$ cat config.mk
export PLATFORM = sky130hd
export DESIGN_NAME = window_scan_ctrl
export DESIGN_NICKNAME = d
export VERILOG_FILES = /design/src/rtl/sift_win_pkg.sv /design/src/rtl/raster_xy_counter.sv /design/src/rtl/window_scan_ctrl.sv
export SDC_FILE = /design/constraint.sdc
export NUM_CORES = 1
export LEC_CHECK = 0
export BUFFER_PORTS_ARGS = -buffer_cell sky130_fd_sc_hd__buf_2
export CAP_MARGIN = 20
export CELL_PAD_IN_SITES_DETAIL_PLACEMENT = 0
export CELL_PAD_IN_SITES_GLOBAL_PLACEMENT = 2
export CORE_AREA = 4 4 99 101
export DETAILED_ROUTE_END_ITERATION = 8
export DIE_AREA = 0 0 103 105
export PLACE_DENSITY_LB_ADDON = 0.1
export SYNTH_ARGS = -nofsm -noshare
export SYNTH_HDL_FRONTEND = slang
export SYNTH_SLANG_ARGS = --single-unit
$ cat constraint.sdc
create_clock -name iclk -period 7.7 [get_ports iclk]
set_input_delay 0.385 -clock iclk [delete_from_list [all_inputs] [get_ports iclk]]
set_output_delay 0.385 -clock iclk [all_outputs]
set_load 0.02 [all_outputs]
$ cat src/rtl/sift_win_pkg.sv
// rtl/sift_win_pkg.sv - shared constants, FSM state type and helpers for the 7x7 window sequencer
//
// Purpose : default window geometry, frame sequencer state encoding and the
//           windows-per-frame helper used by the window scan controller and its users.
// Contents: WIN, HALF, state_t, windows_per_frame()
package sift_win_pkg;

  localparam int WIN  = 7;
  localparam int HALF = (WIN - 1) / 2;

  typedef enum logic [1:0] {
    IDLE   = 2'd0,
    PRIME  = 2'd1,
    ACTIVE = 2'd2,
    DONE   = 2'd3
  } state_t;

  // Number of fully-inside window positions in an img_w x img_h frame.
  function automatic int windows_per_frame(input int img_w, input int img_h, input int win);
    return (img_w - win + 1) * (img_h - win + 1);
  endfunction

endpackage

$ cat src/rtl/raster_xy_counter.sv
// rtl/raster_xy_counter.sv - raster-order x/y pixel counter with enable, sync clear and wrap flags
//
// Purpose : holds the coordinate of the next pixel in raster order.
// Ports   : clk_i, rst_ni   - clock, synchronous active-low reset
//           clr_i           - restart: the pixel presented this cycle is (0,0)
//           en_i            - advance past the current pixel
//           x_o, y_o        - coordinate of the current pixel
//           x_last_o        - x_o is the last column
//           y_last_o        - y_o is the last row
module raster_xy_counter #(
  parameter int W   = 640,
  parameter int H   = 480,
  parameter int X_W = 10,
  parameter int Y_W = 9
) (
  input  logic           clk_i,
  input  logic           rst_ni,
  input  logic           clr_i,
  input  logic           en_i,
  output logic [X_W-1:0] x_o,
  output logic [Y_W-1:0] y_o,
  output logic           x_last_o,
  output logic           y_last_o
);

  logic [X_W-1:0] x_q, x_d, x_base;
  logic [Y_W-1:0] y_q, y_d, y_base;

  // A clear combined with an enable means "this pixel is (0,0), step past it",
  // so the clear only rebases the position the increment starts from.
  always_comb begin
    x_base = clr_i ? '0 : x_q;
    y_base = clr_i ? '0 : y_q;
    x_d    = x_base;
    y_d    = y_base;
    if (en_i) begin
      if (x_base == X_W'(W - 1)) begin
        x_d = '0;
        y_d = (y_base == Y_W'(H - 1)) ? '0 : y_base + Y_W'(1);
      end else begin
        x_d = x_base + X_W'(1);
      end
    end
  end

  always_ff @(posedge clk_i) begin
    if (!rst_ni) begin
      x_q <= '0;
      y_q <= '0;
    end else begin
      x_q <= x_d;
      y_q <= y_d;
    end
  end

  assign x_o      = x_q;
  assign y_o      = y_q;
  assign x_last_o = (x_q == X_W'(W - 1));
  assign y_last_o = (y_q == Y_W'(H - 1));

endmodule

$ cat src/rtl/window_scan_ctrl.sv
// rtl/window_scan_ctrl.sv - frame sequencer for the 7x7 window / line-buffer datapath
//
// Purpose : tracks the raster position of the pixel stream, drives the window
//           shift enable, flags complete windows with their centre coordinate,
//           and reports frame end and restart errors.
// Ports   : iclk, irst_n            - clock, synchronous active-low reset
//           ivalid, isof, oin_ready - upstream pixel handshake (isof marks pixel (0,0))
//           iready                  - downstream histogram ready
//           oshift_en               - accepted pixel, shift the window chain
//           owin_valid, ocenter_x/y - registered window strobe and centre
//           oframe_done, oerr       - one-cycle frame end / restart-error pulses
//           owin_cnt                - windows emitted in the current or last frame
//           obusy                   - a frame is in progress
module window_scan_ctrl
  import sift_win_pkg::*;
#(
  parameter int IMG_W = 640,
  parameter int IMG_H = 480,
  parameter int WIN   = sift_win_pkg::WIN,
  parameter int X_W   = 10,
  parameter int Y_W   = 9,
  parameter int CNT_W = 19
) (
  input  logic             iclk,
  input  logic             irst_n,
  input  logic             ivalid,
  input  logic             isof,
  input  logic             iready,
  output logic             oin_ready,
  output logic             oshift_en,
  output logic             owin_valid,
  output logic [X_W-1:0]   ocenter_x,
  output logic [Y_W-1:0]   ocenter_y,
  output logic             oframe_done,
  output logic             oerr,
  output logic [CNT_W-1:0] owin_cnt,
  output logic             obusy
);

  // Offset from the bottom-right pixel of a window to its centre.
  localparam int C_OFS = (WIN - 1) / 2;

  state_t           state_q, state_d;
  logic             acc, restart;
  logic [X_W-1:0]   x;
  logic [Y_W-1:0]   y;
  logic             x_last, y_last;

  logic             win_q, win_d;
  logic [X_W-1:0]   cx_q, cx_d;
  logic [Y_W-1:0]   cy_q, cy_d;
  logic             done_q, done_d;
  logic             err_q, err_d;
  logic [CNT_W-1:0] cnt_q, cnt_d;

  always_comb begin
    oin_ready = 1'b0;
    case (state_q)
      IDLE:          oin_ready = 1'b1;
      PRIME, ACTIVE: oin_ready = iready;
      default:       oin_ready = 1'b0;
    endcase
  end

  assign acc       = ivalid & oin_ready;
  // Any accepted start-of-frame pixel restarts at (0,0), whatever the state.
  assign restart   = acc & isof;
  // Pixels arriving in IDLE without start-of-frame are dropped, not shifted in.
  assign oshift_en = acc & ((state_q != IDLE) | isof);

  raster_xy_counter #(
    .W   (IMG_W),
    .H   (IMG_H),
    .X_W (X_W),
    .Y_W (Y_W)
  ) u_xy (
    .clk_i    (iclk),
    .rst_ni   (irst_n),
    .clr_i    (restart),
    .en_i     (oshift_en),
    .x_o      (x),
    .y_o      (y),
    .x_last_o (x_last),
    .y_last_o (y_last)
  );

  always_comb begin
    state_d = state_q;
    win_d   = 1'b0;
    cx_d    = cx_q;
    cy_d    = cy_q;
    err_d   = 1'b0;
    cnt_d   = cnt_q;

    case (state_q)
      IDLE: begin
        if (restart) state_d = PRIME;
      end
      PRIME: begin
        if (restart)                                           state_d = PRIME;
        else if (acc && x_last && (y == Y_W'(WIN - 2)))        state_d = ACTIVE;
      end
      ACTIVE: begin
        // A start-of-frame on the final pixel is a restart, not a frame end.
        if (restart)                                           state_d = PRIME;
        else if (acc && x_last && y_last)                      state_d = DONE;
      end
      default: state_d = IDLE;
    endcase

    // In ACTIVE every row is at least WIN-1, so only the column decides.
    if ((state_q == ACTIVE) && acc && !isof && (x >= X_W'(WIN - 1))) begin
      win_d = 1'b1;
      cx_d  = x - X_W'(C_OFS);
      cy_d  = y - Y_W'(C_OFS);
    end

    if (restart) begin
      err_d = (state_q != IDLE);
      cnt_d = '0;
    end else if (win_d) begin
      cnt_d = cnt_q + CNT_W'(1);
    end

    done_d = (state_d == DONE);
  end

  always_ff @(posedge iclk) begin
    if (!irst_n) begin
      state_q <= IDLE;
      win_q   <= 1'b0;
      cx_q    <= '0;
      cy_q    <= '0;
      done_q  <= 1'b0;
      err_q   <= 1'b0;
      cnt_q   <= '0;
    end else begin
      state_q <= state_d;
      win_q   <= win_d;
      cx_q    <= cx_d;
      cy_q    <= cy_d;
      done_q  <= done_d;
      err_q   <= err_d;
      cnt_q   <= cnt_d;
    end
  end

  assign owin_valid  = win_q;
  assign ocenter_x   = cx_q;
  assign ocenter_y   = cy_q;
  assign oframe_done = done_q;
  assign oerr        = err_q;
  assign owin_cnt    = cnt_q;
  assign obusy       = (state_q != IDLE);

endmodule

Yosys cells after proc, flatten, opt, wreduce, memory -nomap -nowiden
Cells that the tools add are included.
{ "totals": {"reg_bits": 62, "in_bits": 5, "out_inout_bits": 44, "elab_cells": 55} }
{ "classes": {"n_addsub": 5, "magnitude_cmp": 1, "n_eq_ne": 8, "mux": 15, "bitwise": 5, "reduce_logical": 12} }
{ "op_table": {"columns": ["cell", "count"], "rows": [
  ["$mux 9", 4],
  ["$mux 10", 3],
  ["$eq 10x10->1 const B", 2],
  ["$add 19x1->19 const B", 1],
  ["$eq 9x9->1 const B", 2],
  ["$add 10x1->10 const B", 1],
  ["$ge 10x3->1 const B", 1],
  ["$mux 2", 5],
  ["$sub 10x2->10 const B", 1],
  ["$add 9x1->9 const B", 1],
  ["$eq 9x3->1 const B", 1],
  ["$sub 9x2->9 const B", 1],
  ["$logic_and 1x1->1", 6],
  ["$pmux 2 s3", 1],
  ["$eq 2x2->1 const B", 2],
  ["$reduce_or 2->1", 2],
  ["$and 1x1->1", 3],
  ["$eq 2x1->1 const B", 1],
  ["$logic_not 2->1", 1],
  ["$pmux 1 s2", 1],
  ["$reduce_and 2->1", 1],
  ["$reduce_bool 2->1", 1],
  ["$logic_not 1->1", 1],
  ["$mux 1", 1],
  ["2 further kinds", 2]
]} }

Logic depth before layout (Yosys ltp)
Gate-level depths: netlist of the first run.
{ "logic_depth": {"ltp_word": 10, "ltp_mapped": 12} }

Cells and area by module
Synthesis of the first run repeated with hierarchy kept, for this count alone.
{ "hier_totals": {"hier_cells": 393, "area_unflattened_um2": 3337.0} }
{ "by_module_without_submodules": {"columns": ["mod", "n_inst", "cells_per_inst", "area_per_inst_um2"], "rows": [
  ["window_scan_ctrl", 1, 277, 2343.5],
  ["raster_xy_counter", 1, 116, 993.5]
]} }

Least setup slack after synthesis of the first run
No wires, ideal clock.
{ "synth_path": {"path_type": "register to register", "startpoint": "register state_q[0]", "endpoint": "register u_xy.y_q[6], in the netlist u_xy.y_o[6]", "arrival_time_ns": 2.936, "path_slack_ns": 4.650, "stages_incl_launch_ff": 13, "n_path_buf": 1, "period_less_slack_ns": 3.050, "cell_sequence": "dfxtp_1 > inv_1 > ha_1 > a21o_2 > nand3_1 > clkbuf_1 > and2_1 > ha_1 > nand4_1 > nor4_1 > nand2_1 > o211a_1 > o21a_1"} }
{ "synth_between": {"elab_chain_len": 10} }
{ "synth_lines": {"columns": ["element", "line_no", "rtl"], "rows": [
  ["start: declaration", "window_scan_ctrl.sv:43", "state_t state_q, state_d;"],
  ["start signal: assignment", "window_scan_ctrl.sv:138", "state_q <= state_d;"],
  ["$eq 2x2->1 or $eq 2x1->1 (tied branches)", "window_scan_ctrl.sv:58", "case (state_q)"],
  ["$reduce_or 2->1", "window_scan_ctrl.sv:58", null],
  ["$pmux 1 s2", "window_scan_ctrl.sv:58", null],
  ["$and 1x1->1", "window_scan_ctrl.sv:65", "assign acc = ivalid & oin_ready;"],
  ["$and 1x1->1", "window_scan_ctrl.sv:67", "assign restart = acc & isof;"],
  ["$mux 9", "raster_xy_counter.sv:33", "y_base = clr_i ? '0 : y_q;"],
  ["$add 9x1->9 or $eq 9x9->1 (tied branches)", "raster_xy_counter.sv:39", "y_d = (y_base == Y_W'(H - 1)) ? '0 : y_base + Y_W'(1);"],
  ["$mux 9", "raster_xy_counter.sv:39", null],
  ["$mux 9", "raster_xy_counter.sv:37", "if (x_base == X_W'(W - 1)) begin"],
  ["$mux 9 (*)", "raster_xy_counter.sv:36", "if (en_i) begin"],
  ["end signal: assignment", "raster_xy_counter.sv:52", "y_q <= y_d;"],
  ["end: declaration", "raster_xy_counter.sv:27", "logic [Y_W-1:0] y_q, y_d, y_base;"]
]} }
Mark *: on every way between the ends. The rest lies on a longest branch, timed or not.
A chain may end at the register's enable or synchronous reset.

Final worst setup path of the first run
{ "layout_path": {"startpoint": "register state_q[0]", "endpoint": "register u_xy.y_q[8], in the netlist u_xy.y_o[8]"} }
Same word-level chain as after synthesis.

==> results of run 1 <==
[metal layers]
metal | share of wire (%) | GRT usage [%] | routed length (µm) | vias to the layer above
met5 | 0 | 0 | 0 | -
met4 | 1.3 | 4.72 | 107 | 0
met3 | 4.7 | 4.21 | 385 | 8
met2 | 39 | 20.4 | 3130 | 56
met1 | 55 | 25.1 | 4490 | 1268
li1 | - | - | - | 1423
[cells by family after synthesis]
group / after synthesis / synth area share, %
flip-flops: 62 / 39.4
multiplexers: 2 / 0.635
adder cells (fa/ha/maj): 10 / 3.97
buffers and inverters: 34 / 4.84
AO/OA/AOI/OAI: 60 / 13.5
AND/OR/NAND/NOR: 177 / 28.0
XOR/XNOR: 35 / 9.73
[worst max-delay path by stage]
| stage | startpoint | end | slack [ns] | depth (start not counted) |
|---|---|---|---|---|
| finish | state_q[0] | u_xy.y_o[8] | 4.21 | 11 |
| global route | state_q[1] | u_xy.y_o[8] | 3.89 | 11 |
| CTS | state_q[0] | u_xy.y_o[8] | 4.23 | 11 |
| detailed placement | state_q[0] | u_xy.y_o[8] | 4.26 | 11 |
| global placement | state_q[0] | u_xy.y_o[6] | 4.34 | 11 |
| floorplan | state_q[0] | u_xy.y_o[6] | 4.65 | 12 |
[final cells by class]
cell class | instances | area, µm²
tap | 111 | 139
fill | 972 | 5420
inverter | 9 | 33.8
multi-input combinational | 284 | 1760
sequential | 62 | 1240
clock inverter | 3 | 17.5
clock buffer | 13 | 169
timing repair buffer | 49 | 248
[through the flow]
stage          instances  setup WS [ns]  area (µm²)
6_report             531           4.21        3610
5_1_grt              531           3.89        3610
4_1_cts              531           4.23        3610
3_5_place_dp         515           4.26        3420
3_3_place_gp         515           4.34        3420
2_1_floorplan        380           4.65        3150
[layout by cell type, fill, tap and decap left out, types with 2 or more instances in the layout]
cell type / synthesis / layout
and3_1: 6 / 6
nand2_1: 37 / 37
o211ai_1: 3 / 3
nand4_1: 10 / 10
or3_1: 3 / 3
a211o_1: 2 / 2
a211oi_1: 13 / 13
nor4_1: 14 / 14
and4_1: 2 / 2
a21oi_1: 14 / 14
inv_1: 8 / 8
xnor2_1: 32 / 32
a311oi_1: 3 / 3
or4_1: 3 / 3
or2_2: 3 / 3
dfxtp_1: 62 / 62
o31ai_1: 3 / 3
clkbuf_8: 0 / 12
clkinv_2: 0 / 2
a31oi_1: 3 / 3
and2_1: 3 / 3
nor4b_1: 3 / 3
nor3b_1: 2 / 2
nand2b_1: 2 / 2
o211a_1: 4 / 4
buf_2: 2 / 48
nand3_1: 15 / 15
nor2_1: 50 / 50
mux2i_1: 2 / 2
ha_1: 10 / 10
xor2_1: 3 / 3
o21ai_0: 6 / 6
nor3_1: 17 / 17
[sequential cells by signal, indices dropped and copies added, names as in the netlist]
register	flops
owin_cnt	19
u_xy.y_o	9
ocenter_y	9
ocenter_x	10
oerr	1
state_q	2
owin_valid	1
oframe_done	1
u_xy.x_o	10
[power by group]
part	internal [W]	switching, W	total (W)
Combinational	0.0000105	0.0000263	0.0000367
Clock	0.000142	0.000128	0.000271
Sequential	0.000322	0.00000243	0.000325
Total	0.000475	0.000157	0.000632
==> impl_metrics.json, run 1 <==
{
  "r2r_start": "state_q[0]",
  "reg2reg_slack_ns": 4.21,
  "grt_pass1_vias": 2593,
  "period_needed_ns": 3.49,
  "setup_viol": 0,
  "areaGrowthSynthToFinish_pct": 14.4,
  "power_density_nw_per_um2": 175,
  "synthCells": 380,
  "via_count": 2755,
  "clock_sinks": 62,
  "numPortBuffers": 48,
  "slowest_delay_ns": 0.53,
  "worstPathArrival_ns": 3.76,
  "dieArea_um2": 10800,
  "yosysMostFrequentCell": "dfxtp_1",
  "cp_slowest_cell": "nand3_1",
  "hold_viol_final": 0,
  "tightest_slew_ns": 0.843,
  "wl_per_cell_um": 15.3,
  "cts_buffer_depth": 2,
  "cts_tree": "built",
  "p_leak_nw": 1.41,
  "path_common_cell": "ha_1",
  "async_flop_share_pct": 0,
  "critPathBufInv": 1,
  "max_freq_mhz": 286,
  "synth_ff_type": "dfxtp_1",
  "ioPinCount": 49,
  "dr.first_iter.drc_count": 146,
  "cts_max_level": 3,
  "cp.required_ns": 7.97,
  "synth-seq-cells": 62,
  "dieHeight_um": 105,
  "postRouteAntennaNets": 0,
  "hp-class": "in -> reg",
  "max-cap-violations": 0,
  "cts_root_buf": "clkbuf_8",
  "yosys-top-cells-area": "dfxtp_1 39%, xnor2_1 8.9%, nor2_1 6.0%",
  "synth_nets": 395,
  "final_core_utilization_pct": 40.0,
  "synth-edff-count": 0,
  "synth.largest_area_cell": "dfxtp_1",
  "syn_avg_cell_area_um2": 8.29,
  "antenna_cells": 0,
  "finalMaxSlewViolations": 0,
  "path_cells": "inv_1 -> ha_1 -> a21o_2 -> nand3_1 -> and2_1 -> ha_1 -> nand4_1 -> nor4_1 -> nand2_1 -> or3_1 -> a21oi_1",
  "synthesis.area_um2": 3150,
  "r2r_cells": 11,
  "rsz0062_at_grt": "false",
  "drive_gt1_share_pct": 17.6,
  "core-area_um2": 9020,
  "finalSetupTns_ns": 0,
  "insertion_delay_ns": 0.34,
  "path_delay_family": "simple AND/OR/NAND/NOR gates",
  "ctsResizeCount": 0,
  "ys_types": 51,
  "cts_buffers": 9,
  "drc": 0,
  "status": "finished, final reports clean",
  "irDropWorstVdd_uv": 57.8,
  "clk_pin_slew_ns": 0.07,
  "cts_setup_buffers": 0,
  "fin_skew_ns": 0.00848,
  "maxSlewHeadroom_pct": 43.7,
  "critPathLaunchType": "flip-flop",
  "path_max_fanout": 18,
  "hold_path_depth": 2,
  "seq_area_frac_synth_pct": 39.4,
  "start_util_pct": 34.9,
  "netlist_top_cells_count": "62 x dfxtp_1, 50 x nor2_1, 37 x nand2_1",
  "worstHoldEndpoint": "oerr",
  "setup.worst_path.class": "reg -> reg",
  "crit_path_end_kind": "flip-flop",
  "rows": 35,
  "fin_total_pwr_w": 0.000632,
  "dr.pass1.iters": 4,
  "die_x_um": 103,
  "track_usage_pct": 15.8,
  "hp-start": "isof",
  "grt_max_degree": 38,
  "wl_um": 8120,
  "detail_route.vias_per_cell": 5.19,
  "grt_overflow_total": 0,
  "ys_warn_count": 0,
  "yosysTopAreaCellShare_pct": 39.4,
  "r2r-end": "u_xy.y_o[8]",
  "grt_pass1_wl_um": 13500,
  "grt_antenna_before_repair": 0,
  "fin_nets": 430,
  "routabilityCongestion": 0.862,
  "dp_hpwl_um": 5880,
  "hold_slack_ns": 0.377,
  "cts_hold_buf": 0,
  "period_share_pct": 45.4
}
No activity file was read; power rests on OpenSTA's default activity.
==> run 2, diff against run 1 <==
CORE_AREA = 4 4 103 105   (was 4 4 99 101)
DIE_AREA = 0 0 107 109   (was 0 0 103 105)
clock period = 3.7 ns   (was 7.7 ns; I/O delays follow)
==> impl_metrics.json, run 2 (synthesis gave the netlist of run 1 again) <==
{
  "status": "finished, final reports clean",
  "clock_sinks": 62,
  "finalInstanceArea_um2": 3640,
  "via_count": 2762,
  "dieHeight_um": 109,
  "cts_buffer_depth": 2,
  "cp.required_ns": 3.98,
  "tightest_slew_ns": 0.849,
  "finalSetupTns_ns": 0,
  "wl_um": 8470,
  "dp_slack_ns": 0.596,
  "setup_viol": 0,
  "hp-class": "in -> reg",
  "grt_overflow_total": 0,
  "detail_route.vias_per_cell": 4.97,
  "grt_pass1_vias": 2552,
  "r2r_start": "state_q[0]",
  "cts_setup_buffers": 0,
  "fillers": 1065,
  "period_share_pct": 85.1,
  "drc": 0,
  "critPathLaunch": "state_q[0]",
  "fin_nets": 433,
  "r2r_cells": 11,
  "dr.pass1.iters": 4,
  "die_x_um": 107,
  "cts_hold_buf": 0,
  "ioPinCount": 49,
  "fin_ws_ns": 0.550,
  "r2r-end": "u_xy.y_o[8]",
  "cts_tree": "built",
  "fin_skew_ns": 0.00878,
  "period_needed_ns": 3.15,
  "reg2reg_slack_ns": 0.55,
  "irDropWorstVdd_uv": 132,
  "grt_antenna_before_repair": 0,
  "dieArea_um2": 11700,
  "p_leak_nw": 1.41,
  "multi_input_area_um2": 1760,
  "worstPathArrival_ns": 3.43,
  "path_max_fanout": 9,
  "final_core_utilization_pct": 37.7,
  "routabilityCongestion": 0.780,
  "dpl_cell_area_um2": 3470,
  "regArea_um2": 1240,
  "start_util_pct": 32.7,
  "core-area_um2": 9640,
  "rsz0062_at_grt": "false",
  "insertion_delay_ns": 0.35,
  "cts_buffers": 9,
  "dp_hpwl_um": 6120,
  "power_density_nw_per_um2": 355,
  "rows": 36,
  "numPortBuffers": 48,
  "grt_pass1_wl_um": 14000,
  "largest_reg_flops": 19,
  "cts_max_level": 3,
  "areaGrowthSynthToFinish_pct": 15.4,
  "cts_root_buf": "clkbuf_8",
  "grt_max_degree": 33,
  "maxSlewHeadroom_pct": 43.3,
  "antenna_cells": 0,
  "mostFrequentLayoutCell": "dfxtp_1",
  "max_freq_mhz": 317,
  "max-cap-violations": 0,
  "critPathLaunchType": "flip-flop",
  "postRouteAntennaNets": 0,
  "clk_pin_slew_ns": 0.07,
  "crit_path_end_kind": "flip-flop",
  "dr.first_iter.drc_count": 151,
  "ctsResizeCount": 0,
  "track_usage_pct": 15.4,
  "wl_per_cell_um": 15.2,
  "crit_end": "u_xy.y_o[8]",
  "mostFrequentLayoutCells": "62 x dfxtp_1, 50 x nor2_1, 48 x buf_2",
  "finalMaxSlewViolations": 0,
  "hold_viol_final": 0,
  "drive_gt1_share_pct": 18.0,
  "setup.worst_path.class": "reg -> reg"
}
run 2: changes by cell type in the layout (fill, tap and decap cells not counted), sizes merged:
cell    change
clkbuf      -1
buf         +3
clkinv      +1
run 2: cell type report:
type	instances	area share, %
multi-input cells	284	48.3
flip-flops and latches	62	34.1
repair buffers	52	7.43
well taps	133	4.58
clock buffers	12	3.99
inverters	9	0.929
clock inverters	4	0.619
run 2: worst max-delay path: stages (launching register included):
cell and delay [ns]:
dfxtp_1 0.39, inv_1 0.08, ha_1 0.35, a21o_2 0.24, and3_1 0.25, nor2_1 0.13
ha_1 0.22, nand4_1 0.20, nor4_1 0.43, nand2_1 0.30, or3_1 0.37, a21oi_1 0.13
run 2: worst min path at each step:
stage | slack, ns | from | depth (start not counted) | end
after floorplan | 0.33 | isof | 1 | oerr
after global placement | 0.44 | ocenter_y[2] | 2 | ocenter_y[2]
after detailed placement | 0.44 | ocenter_x[2] | 2 | ocenter_x[2]
after CTS | 0.15 | isof | 2 | oerr
after global routing | 0.16 | isof | 2 | oerr
final | 0.18 | isof | 2 | oerr
run 2: power breakdown:
part	total (W)	switching (W)	leakage (nW)	internal [W]
logic	0.0000794	0.0000558	0.825	0.0000236
registers	0.000675	0.00000459	0.500	0.000670
clock network	0.000535	0.000277	0.0861	0.000258
total	0.00129	0.000337	1.41	0.000952
run 2: routing by layer:
metal  up-vias  GRT usage [%]  wire [µm]
met3        14           3.26        316
met2        54           21.2       3470
met1      1269           22.8       4550
met5         -              0          0
met4         0           6.58        130
li1       1425              -          -
run 2: per-stage QoR:
stage	instances	total power, W	hold WS, ns
after floorplan	380	0.000742	0.331
after global placement	540	0.000770	0.442
after detailed placement	540	0.000770	0.444
after CTS	556	0.00131	0.154
after global routing	556	0.00135	0.163
final	556	0.00129	0.177
==> run 3, diff against run 2 <==
CELL_PAD_IN_SITES_DETAIL_PLACEMENT = not set   (was 0)
CELL_PAD_IN_SITES_GLOBAL_PLACEMENT = not set   (was 2)
CORE_AREA = 4 4 81 83   (was 4 4 103 105)
DIE_AREA = 0 0 85 87   (was 0 0 107 109)
PLACE_DENSITY = 0.76   (was not set)
PLACE_DENSITY_LB_ADDON = not set   (was 0.1)
==> impl_metrics.json, run 3 (synthesis gave the netlist of run 1 again) <==
{
  "status": "finished, final reports clean",
  "maxSlewHeadroom_pct": 46.2,
  "power_density_nw_per_um2": 378,
  "path_cells": "inv_1 -> ha_1 -> a21o_2 -> and3_1 -> nor2_1 -> ha_1 -> nand4_1 -> nor4_1 -> nand2_1 -> or3_1 -> a21oi_1",
  "detail_route.vias_per_cell": 5.77,
  "setup.worst_path.class": "reg -> reg",
  "period_needed_ns": 3.15,
  "clock_sinks": 62,
  "irDropWorstVdd_uv": 178,
  "setup_viol": 0,
  "fin_skew_ns": 0.00884,
  "clk_pin_slew_ns": 0.07,
  "fin_nets": 431,
  "cp.required_ns": 3.97,
  "dieHeight_um": 87,
  "start_util_pct": 53.9,
  "dr.first_iter.drc_count": 170,
  "placedCellCount": 480,
  "critPathLaunchType": "flip-flop",
  "finalSetupTns_ns": 0,
  "track_usage_pct": 21.0,
  "finalMaxSlewViolations": 0,
  "ioPinCount": 49,
  "antenna_cells": 0,
  "p_leak_nw": 1.42,
  "cts_root_buf": "clkbuf_8",
  "fin_ws_ns": 0.549,
  "core-area_um2": 5850,
  "finalInstanceArea_um2": 3580,
  "rows": 28,
  "ctsResizeCount": 0,
  "cts_buffer_depth": 2,
  "path_common_cell": "ha_1",
  "drc": 0,
  "path_max_fanout": 9,
  "max_freq_mhz": 317,
  "grt_max_degree": 38,
  "dp_slack_ns": 0.639,
  "period_share_pct": 85.2,
  "cts_buffers": 9,
  "max-cap-violations": 0,
  "finalNonFillerCells": 496,
  "fin_total_pwr_w": 0.00135,
  "hold_viol_final": 0,
  "dp_hpwl_um": 5240,
  "hp-class": "in -> reg",
  "cp_slowest_cell": "nor4_1",
  "die_x_um": 85,
  "cts_max_level": 3,
  "cts_hold_buf": 0,
  "routabilityCongestion": 0.884,
  "dr.pass1.iters": 5,
  "dpl_cell_area_um2": 3380,
  "worstPathArrival_ns": 3.42,
  "rsz0062_at_grt": "false",
  "grt_antenna_before_repair": 0,
  "drive_gt1_share_pct": 17.6,
  "grt_overflow_total": 0,
  "mostFrequentLayoutCells": "62 x dfxtp_1, 50 x nor2_1, 48 x buf_2",
  "grt_pass1_vias": 2697,
  "grt_pass1_wl_um": 12500,
  "via_count": 2864,
  "cts_tree": "built",
  "wl_um": 7360,
  "numPortBuffers": 48,
  "mostFrequentLayoutCell": "dfxtp_1",
  "areaGrowthSynthToFinish_pct": 13.7,
  "tightest_slew_ns": 0.806,
  "slowest_delay_ns": 0.42,
  "cts_setup_buffers": 0,
  "crit_path_end_kind": "flip-flop",
  "largest_reg_flops": 19,
  "dieArea_um2": 7400,
  "insertion_delay_ns": 0.33,
  "wl_per_cell_um": 14.8,
  "postRouteAntennaNets": 0
}
==> run 3: through the flow <==
| stage | hold slack (ns) | util (%) |
|---|---|---|
| after floorplan | 0.331 | - |
| final | 0.175 | 61.2 |
| after detailed placement | 0.449 | 57.8 |
| after global routing | 0.182 | 61.2 |
| after global placement | 0.449 | 57.8 |
| after CTS | 0.161 | 61.2 |
==> run 3: worst max-delay path, delay by kind of cell (launching register included) <==
| kind | cells | cell delay (ns) |
|---|---|---|
| compound gates | 2 | 0.38 |
| fa+ha+maj | 2 | 0.57 |
| buf+inv | 1 | 0.09 |
| flops | 1 | 0.40 |
| simple gates | 6 | 1.66 |
==> run 3: final cells by class <==
cell class,count,area (µm²)
Fill cell,521,2270
Multi-Input combinational cell,284,1760
Sequential cell,62,1240
Timing Repair Buffer,50,255
Clock buffer,13,159
Tap cell,75,93.8
Clock inverter,3,42.5
Inverter,9,33.8
==> run 3: worst paths after layout <==
kind,startpoint,to,slack [ns],depth (start not counted)
worst max-delay path,state_q[0],u_xy.y_o[8],0.55,11
worst min-delay path,isof,oerr,0.17,2
worst max register to register,state_q[0],u_xy.y_o[8],0.55,11
worst min register to register,ocenter_y[2],ocenter_y[2],0.46,2
==> run 3: where the power goes <==
group	switching (W)	internal [W]
clock	0.000256	0.000347
combinational	0.0000525	0.0000228
sequential	0.00000481	0.000670
total	0.000313	0.00104
==> run 3: per-layer routing <==
metal	GRT usage [%]	vias up	share of wire (%)
met5	0	-	0
met4	9.50	0	1.8
met3	5.77	12	6.2
met2	33.5	96	46
li1	-	1426	-
met1	26.6	1330	46
